**src/rtl/drop_timer.sv**
```systemverilog
// Drop-period timer: picks a fall period from difficulty, level and soft-drop, and pulses drop_tick.
// Optional level-up logic is compiled in with `define DROP_TIMER_LEVELUP_EN.
module drop_timer #(
  parameter int CNT_W         = 26,
  parameter int EASY_PERIOD   = 50000000,
  parameter int MEDIUM_PERIOD = 25000000,
  parameter int HARD_PERIOD   = 12500000,
  parameter int SOFT_PERIOD   = 2500000,
  parameter int LEVEL_STEP    = 2500000,
  parameter int MIN_PERIOD    = 2500000
) (
  input  logic       Clk,
  input  logic       Resetn,
  input  logic [1:0] mode,
  input  logic [1:0] difdisplay,
  input  logic       SoftDrop,
  input  logic       LineClr,
  output logic       drop_tick,
  output logic [3:0] level
);

  // state | meaning
  // IDLE  | not playing, counter held at 0, level held
  // LOAD  | one cycle: latch base period, clear counter/level/line count
  // RUN   | counting, drop_tick on terminal count
  typedef enum logic [1:0] {IDLE, LOAD, RUN} state_t;

  localparam logic [1:0]       PLAY     = 2'b01;
  localparam logic [CNT_W-1:0] EASY_P   = CNT_W'(EASY_PERIOD);
  localparam logic [CNT_W-1:0] MEDIUM_P = CNT_W'(MEDIUM_PERIOD);
  localparam logic [CNT_W-1:0] HARD_P   = CNT_W'(HARD_PERIOD);
  localparam logic [CNT_W-1:0] SOFT_P   = CNT_W'(SOFT_PERIOD);

  state_t           state;
  logic [CNT_W-1:0] base;
  logic [CNT_W-1:0] cnt;
  logic [CNT_W-1:0] lvl_period;
  logic [CNT_W-1:0] eff_period;
  logic [CNT_W:0]   cnt_p1;
  logic             playing;
  logic             hit;

  assign playing = (mode == PLAY);

`ifdef DROP_TIMER_LEVELUP_EN
  localparam logic [CNT_W+3:0] STEP_P = (CNT_W+4)'(LEVEL_STEP);
  localparam logic [CNT_W-1:0] MIN_P  = CNT_W'(MIN_PERIOD);

  logic [3:0]       level_r;
  logic [3:0]       line_cnt;
  logic [CNT_W+3:0] dec;

  always_comb begin
    dec        = {{CNT_W{1'b0}}, level_r} * STEP_P;
    lvl_period = '0;
    if (dec < {4'b0000, base})
      lvl_period = base - dec[CNT_W-1:0];
    if (lvl_period < MIN_P)
      lvl_period = MIN_P;
  end

  always_ff @(posedge Clk or negedge Resetn) begin
    if (!Resetn) begin
      level_r  <= 4'd0;
      line_cnt <= 4'd0;
    end else if (playing && state == LOAD) begin
      level_r  <= 4'd0;
      line_cnt <= 4'd0;
    end else if (playing && state == RUN && LineClr) begin
      if (line_cnt == 4'd9) begin
        line_cnt <= 4'd0;
        if (level_r != 4'd15)
          level_r <= level_r + 4'd1;
      end else begin
        line_cnt <= line_cnt + 4'd1;
      end
    end
  end

  assign level = level_r;
`else
  logic unused_lineclr;
  assign unused_lineclr = LineClr;
  assign lvl_period     = base;
  assign level          = 4'd0;
`endif

  always_comb begin
    eff_period = lvl_period;
    if (SoftDrop && lvl_period > SOFT_P)
      eff_period = SOFT_P;
  end

  // counter+1 >= eff_period avoids underflow of eff_period-1
  assign cnt_p1    = {1'b0, cnt} + (CNT_W+1)'(1);
  assign hit       = (cnt_p1 >= {1'b0, eff_period});
  assign drop_tick = (state == RUN) && playing && hit;

  always_ff @(posedge Clk or negedge Resetn) begin
    if (!Resetn) begin
      state <= IDLE;
      cnt   <= '0;
      base  <= EASY_P;
    end else if (!playing) begin
      state <= IDLE;
      cnt   <= '0;
    end else begin
      unique case (state)
        IDLE: begin
          state <= LOAD;
          cnt   <= '0;
        end
        LOAD: begin
          case (difdisplay)
            2'b01:   base <= MEDIUM_P;
            2'b10:   base <= HARD_P;
            default: base <= EASY_P;
          endcase
          cnt   <= '0;
          state <= RUN;
        end
        RUN: begin
          if (hit)
            cnt <= '0;
          else
            cnt <= cnt + CNT_W'(1);
        end
        default: begin
          state <= IDLE;
          cnt   <= '0;
        end
      endcase
    end
  end

endmodule

```
**config.mk**
```make
export PLATFORM = sky130hd
export DESIGN_NAME = drop_timer
export DESIGN_NICKNAME = d
export VERILOG_FILES = /design/src/rtl/drop_timer.sv
export SDC_FILE = /design/constraint.sdc
export NUM_CORES = 1
export LEC_CHECK = 0
export CAP_MARGIN = 25
export CORE_ASPECT_RATIO = 0.6
export CORE_UTILIZATION = 35
export DETAILED_ROUTE_END_ITERATION = 7
export PLACE_DENSITY = 0.5
export SYNTH_ARGS = -nofsm -noshare
export SYNTH_HDL_FRONTEND = slang
export SYNTH_SLANG_ARGS = --single-unit
```
**constraint.sdc**
```tcl
create_clock -name Clk -period 6.7 [get_ports Clk]
set_clock_uncertainty 0.15 [all_clocks]
set_input_delay 2.01 -clock Clk [delete_from_list [all_inputs] [get_ports Clk]]
set_output_delay 2.01 -clock Clk [all_outputs]
set_load 0.02 [all_outputs]
```
== Word level (Yosys, flattened, before mapping) ==
Cells that the tools add are included.
W data, S select, Z words.

* Logic and storage cells: 25
* Memories: 0
* Memory bits (read-only): 0
* Register bits: 54
* Output and inout bits: 5
* Input bits: 8
* RAM bits: 0
* Latch bits: 0

* Divide/modulo/power cells: 0
* Reductions and logical operators: 5
* Multipliers: 0
* Equal/unequal tests: 6
* Magnitude comparators: 2
* Shifts and indexed selects: 0
* Bitwise gates (word level): 0
* Muxes and demuxes: 7
* Add/sub/neg operators: 2

{| class="wikitable"
|+ Operator list
! cell !! number
|-
| $mux W26 || 4
|-
| $pmux W26 S2 || 1
|-
| $add A26 B1 Y27 const B || 1
|-
| $ge A27 B26 Y1 || 1
|-
| $add A26 B1 Y26 const B || 1
|-
| $gt A26 B22 Y1 const B || 1
|-
| $eq A2 B1 Y1 const B || 3
|-
| $pmux W2 S3 || 1
|-
| $eq A2 B2 Y1 const B || 2
|-
| $logic_and A1 B1 Y1 || 3
|-
| $logic_not A2 Y1 || 1
|-
| $mux W2 || 1
|-
| $ne A2 B2 Y1 const B || 1
|-
| $reduce_and A2 Y1 || 1
|}

== Longest topological paths before layout ==
Gate-level depths: netlist of the first run.

* Word-level depth: 7
* Mapped depth: 14
* Depth with buffers taken out: 12

== Least setup slack after synthesis of the first run ==
No wires, ideal clock.

* Kind: input port to output port
* Start: input port SoftDrop
* End: output port drop_tick
* Path buffers: 1
* Stages: 10
* Setup slack: 0.703 ns
* Data required time: 4.540 ns
* Arrival time: 3.837 ns
* Cell sequence: inv_1 -> nand2_1 -> ha_1 -> nand2b_1 -> a21oi_1 -> o41ai_2 -> o21ai_1 -> a2111o_1 -> buf_6 -> and3_2

* Longest elaborated chain between the ends: 4

{| class="wikitable"
|+ RTL lines
! what !! line !! RTL
|-
| start: declaration || 16 || <nowiki>input logic SoftDrop,</nowiki>
|-
| $logic_and A1 B1 Y1 || 90 || <nowiki>if (SoftDrop && lvl_period > SOFT_P)</nowiki>
|-
| $mux W26 || 90 ||
|-
| $ge A27 B26 Y1 || 96 || <nowiki>assign hit = (cnt_p1 >= {1'b0, eff_period});</nowiki>
|-
| $logic_and A1 B1 Y1 || 97 || <nowiki>assign drop_tick = (state == RUN) && playing && hit;</nowiki>
|-
| end: declaration || 18 || <nowiki>output logic drop_tick,</nowiki>
|}

Every way passes these cells.

== Worst setup path after layout of the first run ==
Ends and elaborated chain as after synthesis.

==> impl_metrics.py, run 1 <==
metrics = {
    "run_status": {
        "status": "finished, final reports clean",
    },
    "timing": {
        "setup_viol": 0,
        "worstMarginPinSlew_ps": 796,
        "hold_viol": 0,
        "rsz0062_at_grt": "no",
        "report.final.slew_viol_count": 0,
        "setup_ws_ps": 139,
        "relSlewSlack_pct": 47.0,
        "fin_crit_ps": 6560,
        "clock.fmax_ghz": 0.152,
        "finalCritPeriodShare_pct": 97.9,
    },
    "worst_setup_path": {
        "required_ps": 4540,
        "cp_top_family": "buffers and inverters",
        "slowest_delay_ps": 460,
        "slowest_stage": "clkdlybuf4s50_1",
        "criticalPathCategory": "in -> out",
        "cp-end-kind": "output pin",
        "cp.arrival_ps": 4400,
        "cp_num_buf_inv": 4,
        "r2r_setup_slack_ps": 3180,
        "path_cells": "clkdlybuf4s50_1 > inv_2 > nand2_1 > buf_4 > ha_1 > and4_1 > and2_1 > nand4b_1 > a21oi_1 > a2111o_1 > and3_2 > buf_2",
        "cp_max_fo": 4,
        "cp-start-kind": "primary input",
    },
    "placement": {
        "gp_congestion": 0.770,
        "hpwl_microns": 3910,
        "io_buffers": 7,
        "place_ws_ps": -315,
        "place_area_sq_mm": 0.00264,
    },
    "cts": {
        "cts.clk_slew.worst_paths_ps": 50,
        "cts_max_level": 2,
        "clkLatencyLatePin_ps": 280,
        "clockRootBuffer": "clkbuf_16",
        "clock_path_buffers": 2,
        "cts.sinks": 34,
        "numCtsBuffers": 5,
        "cts_tree": "done",
        "postCtsSetupRepairBufs": 0,
    },
    "flow_run": {
        "drv_cap": 0,
    },
    "pwr": {
        "p_per_area_mw_per_mm2": 184,
        "p_leak_uw": 0.00127,
        "power_uw": 514,
        "peakVddDrop_mv": 0.108,
    },
    "synth": {
        "synthesis.area_sq_mm": 0.00247,
        "ys_seq_area_share_pct": 34.6,
        "syn_avg_cell_area_sq_um": 9.55,
        "synth_edf_count": 0,
        "synth_seq_cells": 34,
        "ys.warnings.count": 0,
        "yosys.cell_types.count": 45,
        "synthCells": 259,
        "async_flop_share_pct": 100,
        "synth_flop_cell": "dfrtp_1",
    },
    "detailed_routing": {
        "first_iter_violations": 120,
        "vias": 1812,
        "firstDrtPassIters": 4,
        "wirelength_microns": 5520,
        "antenna_left": 0,
        "wl_per_cell_microns": 15.2,
        "via_per_inst": 4.98,
        "post-route-drc-count": 0,
    },
    "global_route": {
        "use_met2_pct": 22.6,
        "gr-max-usage-layer": "met1",
        "antenna_found_initial": 0,
        "grt_pass1_vias": 1744,
        "grt_max_degree": 35,
        "grt-ovfl-total": 0,
        "grt_pass1_wl_microns": 9470,
        "grt.met3_usage_pct": 4.64,
        "grt_usage_pct": 17.0,
        "met1_usage_pct": 26.3,
    },
    "floorplanning": {
        "start_util_pct": 36.6,
        "die_w_microns": 111,
        "core_sq_mm": 0.00676,
        "ios": 13,
        "die_height_microns": 67.1,
        "num_rows": 23,
        "die_area_sq_mm": 0.00741,
    },
    "hold_path": {
        "hold_class": "reg -> reg",
    },
    "layout": {
        "drive_above_1_share_pct": 20.2,
        "diodes": 0,
        "fill_cells": 681,
        "seq_area_sq_um": 855,
        "multi_input_area_sq_mm": 0.00150,
        "design_area_sq_mm": 0.00279,
        "fin_nets": 307,
        "syn_to_final_growth_pct": 12.9,
    },
}
metrics by stage:
step / TNS, ps / cells / utilization, % / hold slack [ps]
after floorplan: 0 / 262 / - / 288
after global placement: -314 / 356 / 39.1 / 316
after detailed placement: -315 / 356 / 39.1 / 321
after CTS: 0 / 364 / 41.4 / 329
after global routing: 0 / 364 / 41.3 / 349
final: 0 / 364 / 41.3 / 328
worst min-delay path, delay by kind of cell, from the launching register on:
family           cells  cell delay, ps
DFF                  1             380
and+or+nand+nor      2              90
kinds of logic after synthesis:
family | Yosys count | synth area share, %
fa+ha+maj | 23 | 11.6
buf+inv | 20 | 5.87
simple gates | 106 | 22.7
xor+xnor | 24 | 8.50
compound gates | 51 | 16.6
other cells | 1 | 0.152
flops | 34 | 34.6
registers in the layout, summed over array words and instances (netlist names):
signal	cells
base	6
cnt	26
state	2
placed cells by master, fill, tap and decap left out, types with 2 or more instances in the layout:
cell type and n:
a21oi_4 2, inv_1 6, conb_1 4, buf_2 2, buf_4 13, o21ai_0 4
nor2_1 7, nand2b_1 5, and4_1 5, dfrtp_1 31, a21oi_2 18, a21o_1 5
nand2_1 49, and3_1 5, and2_1 2, xnor2_1 18, nand3_1 12, clkbuf_16 5
nor2b_1 2, a21oi_1 13, xor2_1 6, nor3b_1 2, ha_1 23, nand4_1 6
clkdlybuf4s50_1 5, dfstp_2 3
routing by layer:
metal	share of wire, %	routed length [microns]
met5	0	0
met4	0.83	46
met3	5.0	277
met2	36	1970
met1	58	3230
what timing repair did:
| item | in CTS | in global routing |
|---|---|---|
| hold buffers | 0 | 0 |
| setup endpoints to repair | 1 | 1 |
| cloned | 0 | 0 |
| resized for setup | 6 | 1 |
where the power goes:
group          total (uW)  internal, uW  switching (uW)
Clock                 234           147            86.6
Sequential            228           218            9.47
Combinational        52.5          22.8            29.7
Total                 514           389             126
Yosys cell counts (2+ instances only):
cell type / count / share of area, %
nor2_1: 7 / 1.1
xnor2_1: 18 / 6.4
dfrtp_1: 31 / 31
and4_1: 5 / 1.8
and3_1: 5 / 1.3
inv_1: 7 / 1.1
xor2_1: 6 / 2.1
o21ai_0: 4 / 0.81
and2_1: 2 / 0.51
nand3_1: 12 / 2.4
a21oi_1: 13 / 2.6
clkbuf_1: 4 / 0.61
nand2b_1: 5 / 1.3
dfstp_2: 3 / 3.2
nor3b_1: 3 / 0.91
ha_1: 23 / 12
nand2_1: 49 / 7.4
nand4_1: 6 / 1.5
a21oi_4: 2 / 1.3
a21o_1: 5 / 1.5
buf_12: 2 / 1.6
buf_6: 3 / 1.4
a21oi_2: 18 / 6.4
nor2b_1: 2 / 0.51
buf_4: 4 / 1.2
path summary, 6_finish.rpt:
kind	start	endpoint	cells past startpoint
max	SoftDrop	drop_tick	12
min	base[7]$_DFFE_PN1P_	base[7]$_DFFE_PN1P_	2
max reg2reg	cnt[3]$_DFF_PN0_	cnt[25]$_DFF_PN0_	13
min reg2reg	base[7]$_DFFE_PN1P_	base[7]$_DFFE_PN1P_	2
max in group asynchronous	Resetn	cnt[12]$_DFF_PN0_	1
min in group asynchronous	Resetn	cnt[6]$_DFF_PN0_	1
layout make-up:
| type | count | area share, % |
|---|---|---|
| clock buffer | 7 | 5.11 |
| clock inverter | 1 | 0.179 |
| inverter | 7 | 0.942 |
| multi-input combinational | 208 | 53.6 |
| sequential | 34 | 30.6 |
| tap | 87 | 3.90 |
| timing repair buffer | 20 | 5.65 |
No activity file was read; power rests on OpenSTA's default activity.
==> inputs of run 2 (changes only) <==
--- a/config.mk
+++ b/config.mk
@@ -8,8 +8,10 @@
 export CAP_MARGIN = 25
 export CORE_ASPECT_RATIO = 0.6
 export CORE_UTILIZATION = 35
+export CTS_BUF_LIST = sky130_fd_sc_hd__clkbuf_16
 export DETAILED_ROUTE_END_ITERATION = 7
 export PLACE_DENSITY = 0.5
+export SKIP_CTS_REPAIR_TIMING = 1
 export SYNTH_ARGS = -nofsm -noshare
 export SYNTH_HDL_FRONTEND = slang
 export SYNTH_SLANG_ARGS = --single-unit
==> run 2 against run 1 <==
Effect of this change:
- clock-buffer cell count down 2
- register-to-register slack worse by 20 ps
- final cell count did not move
- routed wire length grew 0.42%
- critical path depth did not move
- power fell by 2.7%
- setup slack gained 340 ps
- largest power group is now sequential cells
==> impl_metrics.py, run 2 (synthesis gave the netlist of run 1 again) <==
metrics = {
    "worst_setup_path": {
        "cp-start-kind": "primary input",
        "rr_worst_depth": 13,
        "cp_max_fo": 4,
        "worstSetupStartpoint": "SoftDrop",
        "cp-end-kind": "output pin",
        "r2r_setup_slack_ps": 3160,
        "required_ps": 4540,
        "r2r-end": "cnt[25]$_DFF_PN0_",
        "worstReg2RegStart": "cnt[3]$_DFF_PN0_",
        "cp.arrival_ps": 4060,
        "worstSetupEndpoint": "drop_tick",
        "criticalPathCategory": "in -> out",
    },
    "run_status": {
        "status": "finished, final reports clean",
    },
    "timing": {
        "finalCritPeriodShare_pct": 92.9,
        "hold_viol": 0,
        "whs_ps": 328,
        "fin_crit_ps": 6220,
        "relSlewSlack_pct": 45.0,
        "clock.fmax_ghz": 0.161,
        "report.final.slew_viol_count": 0,
        "setup_viol": 0,
        "rsz0062_at_grt": "no",
        "worstMarginPinSlew_ps": 825,
    },
    "floorplanning": {
        "die_height_microns": 67.1,
        "die_area_sq_mm": 0.00741,
        "num_rows": 23,
        "start_util_pct": 36.6,
        "ios": 13,
        "die_w_microns": 111,
        "core_sq_mm": 0.00676,
    },
    "layout": {
        "diodes": 0,
        "final_core_util_pct": 41.1,
        "layout_common_cells": "nand2_1, dfrtp_1, ha_1",
        "largest_reg_flops": 26,
        "syn_to_final_growth_pct": 12.3,
        "drive_above_1_share_pct": 19.5,
        "largestRegisters": "cnt x26, base x6, state x2",
        "fin_nets": 307,
        "largest_register": "cnt",
        "design_area_sq_mm": 0.00278,
        "final_common_cell": "nand2_1",
    },
    "cts": {
        "clock_path_buffers": 2,
        "cts_max_level": 2,
        "cts.sinks": 34,
        "clkLatencyLatePin_ps": 280,
        "cts.clk_slew.worst_paths_ps": 50,
        "cts_tree": "done",
        "numCtsBuffers": 5,
        "clockRootBuffer": "clkbuf_16",
    },
    "detailed_routing": {
        "firstDrtPassIters": 4,
        "first_iter_violations": 111,
        "wl_per_cell_microns": 15.2,
        "post-route-drc-count": 0,
        "wirelength_microns": 5540,
        "antenna_left": 0,
        "vias": 1807,
        "via_per_inst": 4.96,
    },
    "placement": {
        "hpwl_microns": 3910,
        "io_buffers": 7,
        "gp_congestion": 0.770,
        "place_area_sq_mm": 0.00264,
    },
    "hold_path": {
        "hold_class": "reg -> reg",
    },
    "pwr": {
        "p_leak_uw": 0.00128,
        "p_per_area_mw_per_mm2": 180,
        "power_uw": 500,
        "peakVddDrop_mv": 0.108,
    },
    "global_route": {
        "grt_usage_pct": 16.9,
        "grt-ovfl-total": 0,
        "grt_pass1_wl_microns": 9520,
        "antenna_found_initial": 0,
        "grt_pass1_vias": 1770,
        "grt_max_degree": 35,
    },
    "flow_run": {
        "drv_cap": 0,
    },
}
==> run 2: cell count changes in the layout (fill, tap and decap cells not counted), sizes merged <==
cell,before,now
clkinv,1,2
clkbuf,7,6
clkdlybuf4s50,5,4
inv,7,8
dlymetal6s2s,0,1
buf,15,14
==> run 2: through the flow <==
step	instances	TNS [ps]	setup slack, ps
after floorplan	262	0	703
after global placement	356	-314	-314
after detailed placement	356	-315	-315
after CTS	364	-342	-342
after global routing	364	0	345
final	364	0	476
==> run 2: power by group <==
| group | leakage [uW] | switching [uW] | internal (uW) | total, uW |
|---|---|---|---|---|
| Combinational | 0.000747 | 29.9 | 22.7 | 52.6 |
| Clock | 0.0000724 | 85.6 | 134 | 220 |
| Sequential | 0.000459 | 9.47 | 218 | 228 |
| Total | 0.00128 | 125 | 375 | 500 |
==> run 2: cell type report <==
cell class,count,area [sq um]
Tap cell,87,109
Clock buffer,5,125
Sequential cell,34,855
Multi-Input combinational cell,208,1490
Timing Repair Buffer,20,160
Fill cell,685,3990
Inverter,7,26.3
Clock inverter,3,12.5
==> run 2: routing by layer <==
layer	part of all wire (%)	track usage, %	up-vias
met1	59	25.8	846
li1	-	-	930
met2	36	23.4	27
met4	0.52	3.00	0
met5	0	0	-
met3	4.6	4.64	4
==> run 2: critical path, stage by stage <==
cell            delay, ps
dlymetal6s2s_1        150
inv_2                  90
nand2_1                80
buf_4                 150
ha_1                  300
and4_1                210
and2_1                160
nand4b_1              110
a21oi_1                80
a2111o_1              370
and3_2                200
clkbuf_2              160
==> run 2: worst min-delay path by stage <==
stage	from	endpoint	slack, ps	depth (start not counted)
global route	base[24]$_DFFE_PN0P_	base[24]$_DFFE_PN0P_	350	2
floorplan	base[10]$_DFFE_PN0P_	base[10]$_DFFE_PN0P_	290	2
finish	base[7]$_DFFE_PN1P_	base[7]$_DFFE_PN1P_	330	2
CTS	base[7]$_DFFE_PN1P_	base[7]$_DFFE_PN1P_	330	2
detailed placement	base[7]$_DFFE_PN1P_	base[7]$_DFFE_PN1P_	320	2
global placement	base[7]$_DFFE_PN1P_	base[7]$_DFFE_PN1P_	320	2
==> inputs of run 3 (changes only) <==
--- a/config.mk
+++ b/config.mk
@@ -11,6 +11,7 @@
 export CTS_BUF_LIST = sky130_fd_sc_hd__clkbuf_16
 export DETAILED_ROUTE_END_ITERATION = 7
 export PLACE_DENSITY = 0.5
+export SETUP_SLACK_MARGIN = 0.02
 export SKIP_CTS_REPAIR_TIMING = 1
 export SYNTH_ARGS = -nofsm -noshare
 export SYNTH_HDL_FRONTEND = slang
==> results of run 3 <==
Final layout, timing and power as in run 2 (identical DEF).
